==> src/rtl/aes_key_loader.sv <==
// aes_key_loader: assembles a byte-serial key stream (MSB-first) into a wide
// key register for AES-128/192/256, with a valid/ready byte input and a
// key_valid/key_ack output handshake towards the key schedule.
module aes_key_loader #(
    parameter int MAX_BYTES = 32,
    parameter int CNT_W     = 6
) (
    input  logic                   clk,
    input  logic                   rst_n,
    input  logic                   start,
    input  logic [1:0]             key_size,
    input  logic [7:0]             din,
    input  logic                   din_valid,
    output logic                   din_ready,
    output logic [MAX_BYTES*8-1:0] key_out,
    output logic [1:0]             key_len,
    output logic                   key_valid,
    input  logic                   key_ack,
    output logic [CNT_W-1:0]       byte_cnt,
    output logic                   done,
    output logic                   cfg_err
);

    typedef enum logic [1:0] {
        IDLE = 2'd0,
        LOAD = 2'd1,
        HOLD = 2'd2
    } state_t;

    state_t state;

    // Key length in bytes for a size code; the reserved code maps to 0.
    function automatic logic [CNT_W-1:0] size_len(input logic [1:0] s);
        case (s)
            2'b00:   size_len = CNT_W'(16);
            2'b01:   size_len = CNT_W'(24);
            2'b10:   size_len = CNT_W'(32);
            default: size_len = '0;
        endcase
    endfunction

    logic [CNT_W-1:0] cur_len;
    logic             size_ok;
    logic             last_byte;

    // Legality of the size on the start request, and final-byte detection.
    always_comb begin
        size_ok   = (key_size != 2'b11) && (size_len(key_size) <= CNT_W'(MAX_BYTES));
        cur_len   = size_len(key_len);
        last_byte = (byte_cnt == cur_len - CNT_W'(1));
    end

    // Control FSM with all outputs registered; start overrides every state.
    always_ff @(posedge clk or negedge rst_n) begin
        if (!rst_n) begin
            state     <= IDLE;
            key_out   <= '0;
            key_len   <= 2'b00;
            byte_cnt  <= '0;
            din_ready <= 1'b0;
            key_valid <= 1'b0;
            done      <= 1'b0;
            cfg_err   <= 1'b0;
        end else begin
            // NOTE: non-blocking assignments throughout, so every branch reads
            // the pre-edge register values; done/cfg_err default low to form pulses.
            done    <= 1'b0;
            cfg_err <= 1'b0;
            if (start) begin
                key_valid <= 1'b0;
                if (size_ok) begin
                    key_len   <= key_size;
                    key_out   <= '0;
                    byte_cnt  <= '0;
                    din_ready <= 1'b1;
                    state     <= LOAD;
                end else begin
                    cfg_err   <= 1'b1;
                    din_ready <= 1'b0;
                    state     <= IDLE;
                end
            end else begin
                case (state)
                    LOAD: begin
                        if (din_valid) begin
                            for (int i = 0; i < MAX_BYTES; i++) begin
                                if (byte_cnt == CNT_W'(i)) begin
                                    key_out[(MAX_BYTES-1-i)*8 +: 8] <= din;
                                end
                            end
                            byte_cnt <= byte_cnt + CNT_W'(1);
                            if (last_byte) begin
                                state     <= HOLD;
                                din_ready <= 1'b0;
                                key_valid <= 1'b1;
                                done      <= 1'b1;
                            end
                        end
                    end
                    HOLD: begin
                        if (key_ack) begin
                            key_valid <= 1'b0;
                            state     <= IDLE;
                        end
                    end
                    default: begin
                        state <= IDLE;
                    end
                endcase
            end
        end
    end

endmodule
==> config.mk <==
export PLATFORM = sky130hd
export DESIGN_NAME = aes_key_loader
export DESIGN_NICKNAME = d
export VERILOG_FILES = /design/src/rtl/aes_key_loader.sv
export SDC_FILE = /design/constraint.sdc
export NUM_CORES = 1
export LEC_CHECK = 0
export ABC_CLOCK_PERIOD_IN_PS = 2300
export CAP_MARGIN = 20
export CORE_UTILIZATION = 40
export CTS_CLUSTER_DIAMETER = 40
export DETAILED_ROUTE_END_ITERATION = 10
export GPL_ROUTABILITY_DRIVEN = 1
export PLACE_DENSITY = 0.71
export REMOVE_ABC_BUFFERS = 1
export SLEW_MARGIN = 20
export SYNTH_ARGS = -nofsm -noshare
export SYNTH_HDL_FRONTEND = slang
export SYNTH_SLANG_ARGS = --single-unit
==> constraint.sdc <==
create_clock -name clk -period 2.3 [get_ports clk]
set_input_delay 0.46 -clock clk [delete_from_list [all_inputs] [get_ports clk]]
set_output_delay 0.46 -clock clk [all_outputs]
set_load 0.01 [all_outputs]
# --- After elaboration in Yosys (flattened, before gate mapping) ---
# Cells that the tools add are included.
op_classes:
  muxes: 64
  n_addsub: 2
  n_eq_ne: 43
  n_reduce_logical: 77
  n_lt_le_gt_ge: 1
op_table:
  columns: ["op", "count"]
  rows:
  - ["$mux 256", 4]
  - ["$mux 8", 32]
  - ["$reduce_and 4->1", 33]
  - ["$eq 6x5->1 const B", 16]
  - ["$reduce_bool 2->1", 35]
  - ["$eq 6x4->1 const B", 8]
  - ["$pmux 6 s3", 2]
  - ["$eq 6x3->1 const B", 4]
  - ["$mux 6", 4]
  - ["$mux 1", 16]
  - ["$eq 6x2->1 const B", 2]
  - ["$ne 3x3->1 const B", 3]
  - ["$reduce_and 3->1", 3]
  - ["$mux 2", 4]
  - ["$add 6x1->6 const B", 1]
  - ["$eq 2x1->1 const B", 3]
  - ["$eq 2x2->1 const B", 3]
  - ["$eq 6x1->1 const B", 1]
  - ["$eq 6x6->1", 1]
  - ["$le 6x6->1 const B", 1]
  - ["$logic_not 6->1", 1]
  - ["$sub 6x1->6 const B", 1]
  - ["$logic_not 2->1", 2]
  - ["$pmux 2 s2", 1]
  - ["other kinds (6)", 6]
word_totals:
  wordCells: 226
  ff_bits: 270
  out_inout_bits: 268
  input_bits: 15

# --- Depth between registers and ports, before layout ---
# Gate-level depths: netlist (run 1).
depth:
  depth_word: 8
  depth_mapped: 7
  ltp_nobuf: 6

# --- Worst setup path before layout (run 1) ---
# No wires, ideal clock.
synth_path:
  path_type: "reg-to-reg"
  from: "register byte_cnt[3]"
  to: "register key_out[201]"
  t_required_ns: 2.170
  t_arrival_ns: 1.731
  path_buffers: 1
  setup_time_ns: 0.130
  stages_incl_launch_ff: 6
  synth_period_minus_slack_ns: 1.861
  path_slack_ns: 0.439
  path_cell_list: "dfrtp_1 > or4b_1 > a211o_1 > clkbuf_1 > nand3_1 > o21ai_1"
synth_between:
  elab_chain_len: 3
synth_lines:
  columns: ["element", "line_no", "rtl"]
  rows:
  - ["start: declaration", "19", "output logic [CNT_W-1:0] byte_cnt,"]
  - ["start signal: assignment", "91", "byte_cnt <= byte_cnt + CNT_W'(1);"]
  - ["$eq 6x3->1", "87", "if (byte_cnt == CNT_W'(i)) begin"]
  - ["$reduce_bool 2->1 (no source line)", null, null]
  - ["$reduce_and 4->1 (no source line)", null, null]
  - ["end signal: indexed assignment", "88", "key_out[(MAX_BYTES-1-i)*8 +: 8] <= din;"]
  - ["end: declaration", "15", "output logic [MAX_BYTES*8-1:0] key_out,"]
# Every way passes these cells.
# A chain may end at the register's enable or synchronous reset.

# --- Worst setup path after layout (run 1) ---
layout_path:
  from: "register byte_cnt[4]"
  to: "output byte_cnt[4]"
# No word-level cell between the ends.

==> results.cfg, run 1 <==
[floorplanning]
die_y_um = 165
pin_count = 283
rows = 59
start_util_pct = 40.7
fp.coreArea_mm2 = 0.0261
dieWidth_um = 165
dieArea_mm2 = 0.0272

[worst_hold_path]
worstHoldStart = key_out[28]
min_to = key_out[28]
hold_path_depth = 2
hp-class = reg2reg

[timing]
slew_headroom_pct = 66.0
fmax_mhz = 451
fin_skew_ns = 0.0136
finalHoldViolations = 0
fin_crit_sh_pct = 96.3
setup_viol = 0
tightest_slew_ns = 0.510
tns_ns = 0
fin_crit_ns = 2.22
slew_violations = 0
rsz0062_at_grt = no
whs_ns = 0.497

[run]
cap_viol_max_count = 0

[setup_path]
r2r_setup_slack_ns = 0.21
timing.rr.start = byte_cnt[4]
path_cells = clkdlybuf4s50_1
cp_slowest_cell = clkdlybuf4s50_1
path_max_fanout = 11
end_kind = output port
critPathKind = reg2out
reg2reg_depth = 4
path_delay_family = buffers and inverters
r2r_end = key_out[72]
start_kind = flip-flop
max_stage_delay_ns = 0.66
critPathRequiredTime_ns = 1.84
arrival_ns = 1.76
worst-path-buf-inv = 1

[pwr]
pwr-share-seq_pct = 44.1
combinationalPowerShare_pct = 5.8
swShare_pct = 23.5
switchingPower_w = 0.00258
power.share.clock_pct = 50.1
p_int_w = 0.00840
leakage_nw = 6.38
ir_drop_uv = 483
powerDensity_mw_per_mm2 = 723

[clock_network]
cts_tree = done
clkTransAtPathRegs_ns = 0.05
clock_latency_ns = 0.50
clock-sinks = 270
cts_htree_levels = 2
clockRootBuffer = clkbuf_16
cts-buffers-inserted = 37
clock_path_buffers = 3

[drt]
wl_met3_um = 2250
wl_met2_um = 15100
vias = 8866
drtPass1Iterations = 5
ant_nets = 0
finalWirelength_um = 31600
drc = 0
highest_layer = met4
drt_iter0_markers = 811
wl_met1_um = 13500
post_drt_wl_per_cell_um = 19.5
avgViaCountPerCell = 5.46

[logic_synthesis]
synth.distinct_cells = 48
synth_area_mm2 = 0.0106
netlist_instances = 989
syn_area_per_cell_um2 = 10.7
ys_ff_latch = 270
synth_edf_count = 0
async_flop_share_pct = 100
yosys_warnings = 0
seq_area_frac_synth_pct = 63.6
synth-main-ff-cell = dfrtp_1

[grt]
antenna_found_initial = 0
grt_pass1_vias = 8557
grt_usage_pct = 23.3
grt_pass1_wl_um = 48900
grt_overflow = 0
grt_max_degree = 94

[finish]
area_growth_pct = 42.9
regArea_mm2 = 0.00676
multi_input_area_mm2 = 0.00342
final_common_cell = clkdlybuf4s50_1
layout.nets = 1282
layout_common_cells = 280 x clkdlybuf4s50_1, 270 x dfrtp_1, 242 x nand3_1
antennaDiodeCount = 0
drive_above_1_share_pct = 9.39
num-fill-cells = 2177

[placement]
hpwl_um = 20000
gp_congestion = 0.783
numPortBuffers = 282

[outcome]
outcome = finished, final reports clean
[what timing repair did]
| action | in CTS | in global routing |
|---|---|---|
| resized for setup | 0 | 1 |
| endpoints found under the setup margin | 0 | 1 |
| setup buffers | 0 | 0 |
| hold buffers | 1 | 0 |
| hold endpoints to repair | 56 | 0 |
[flip-flops by register name, indices dropped and copies added (netlist names)]
| name | flops |
|---|---|
| key_valid | 1 |
| byte_cnt | 6 |
| cfg_err | 1 |
| din_ready | 1 |
| done | 1 |
| state | 2 |
| key_out | 256 |
| key_len | 2 |
[how the worst max path moves through the flow]
stage	startpoint	end	slack, ns	depth (start not counted)
finish	byte_cnt[4]	byte_cnt[4]	0.08	1
global route	byte_cnt[4]	byte_cnt[4]	0.01	1
CTS	byte_cnt[2]	byte_cnt[2]	0.002	2
detailed placement	start	key_out[26]	-0.09	5
global placement	start	key_out[24]	0.001	5
floorplan	start	key_out[208]	-1.76	4
[area by class of cell]
type	instances	area share (%)
Sequential cell	270	44.5
Tap cell	335	2.76
Clock inverter	17	1.20
Inverter	9	0.223
Clock buffer	47	6.74
Timing Repair Buffer	331	22.0
Multi-Input combinational cell	614	22.5
[Yosys cell counts (2+ instances only)]
master | n | share of area (%)
a211o_1 | 19 | 1.6
a31o_2 | 2 | 0.17
and3_1 | 2 | 0.12
buf_1 | 15 | 0.53
buf_2 | 31 | 1.5
buf_4 | 2 | 0.14
clkbuf_1 | 47 | 1.7
dfrtp_1 | 270 | 64
ha_1 | 4 | 0.47
inv_1 | 9 | 0.32
mux2i_1 | 17 | 1.6
nand2_1 | 28 | 0.99
nand3_1 | 242 | 11
nand4_1 | 2 | 0.12
nand4bb_1 | 3 | 0.32
nor2_1 | 10 | 0.35
nor3_4 | 2 | 0.31
nor4b_1 | 2 | 0.17
o2111ai_1 | 3 | 0.25
o211ai_1 | 9 | 0.64
o21ai_0 | 218 | 10
o21ai_1 | 25 | 1.2
or3_1 | 2 | 0.12
[layer usage]
metal	track usage, %	vias to the layer above
met5	0	-
met4	7.05	0
met3	6.60	58
met2	37.1	278
met1	30.7	4428
li1	-	4102
[power groups by stage]
stage          Clock, W  Sequential, W  Combinational (W)
2_1_floorplan         0        0.00494           0.000201
3_3_place_gp          0        0.00492           0.000636
3_5_place_dp          0        0.00492           0.000643
4_1_cts         0.00558        0.00484           0.000646
5_1_grt         0.00578        0.00484           0.000702
6_report        0.00549        0.00484           0.000639
[metrics by stage]
step	cell area [um^2]	instances	setup WS, ns	util (%)	power (W)
finish	15200	1623	0.0844	58.2	0.0110
global route	15200	1623	0.00971	58.2	0.0113
CTS	15200	1623	0.00174	58.2	0.0111
detailed placement	14000	1558	-0.0850	53.6	0.00556
global placement	14000	1558	0.00118	53.6	0.00555
floorplan	10200	893	-1.76	-	0.00514
[kinds of logic (layout without fill, tap and decap cells)]
kind of cell	count (synthesis)	after routing	share of synthesized area [%]
xor gates and xnor gates	2	2	0.165
and+or+nand+nor	307	307	15.2
buffers and inverters	105	404	4.22
muxes	17	17	1.60
adders and majority gates	4	4	0.471
DFF	270	270	63.6
AOI/OAI and AO/OA	284	284	14.7
No activity file was read; power rests on OpenSTA's default activity.
==> inputs of run 2 (changes only) <==
--- a/config.mk
+++ b/config.mk
@@ -5,14 +5,15 @@
 export SDC_FILE = /design/constraint.sdc
 export NUM_CORES = 1
 export LEC_CHECK = 0
-export ABC_CLOCK_PERIOD_IN_PS = 2300
 export CAP_MARGIN = 20
 export CORE_UTILIZATION = 40
 export CTS_CLUSTER_DIAMETER = 40
 export DETAILED_ROUTE_END_ITERATION = 10
 export GPL_ROUTABILITY_DRIVEN = 1
+export HOLD_SLACK_MARGIN = 0.06
 export PLACE_DENSITY = 0.71
 export REMOVE_ABC_BUFFERS = 1
+export SKIP_LAST_GASP = 1
 export SLEW_MARGIN = 20
 export SYNTH_ARGS = -nofsm -noshare
 export SYNTH_HDL_FRONTEND = slang
==> results of run 2 <==
Final layout, timing and power as in run 1 (identical DEF).
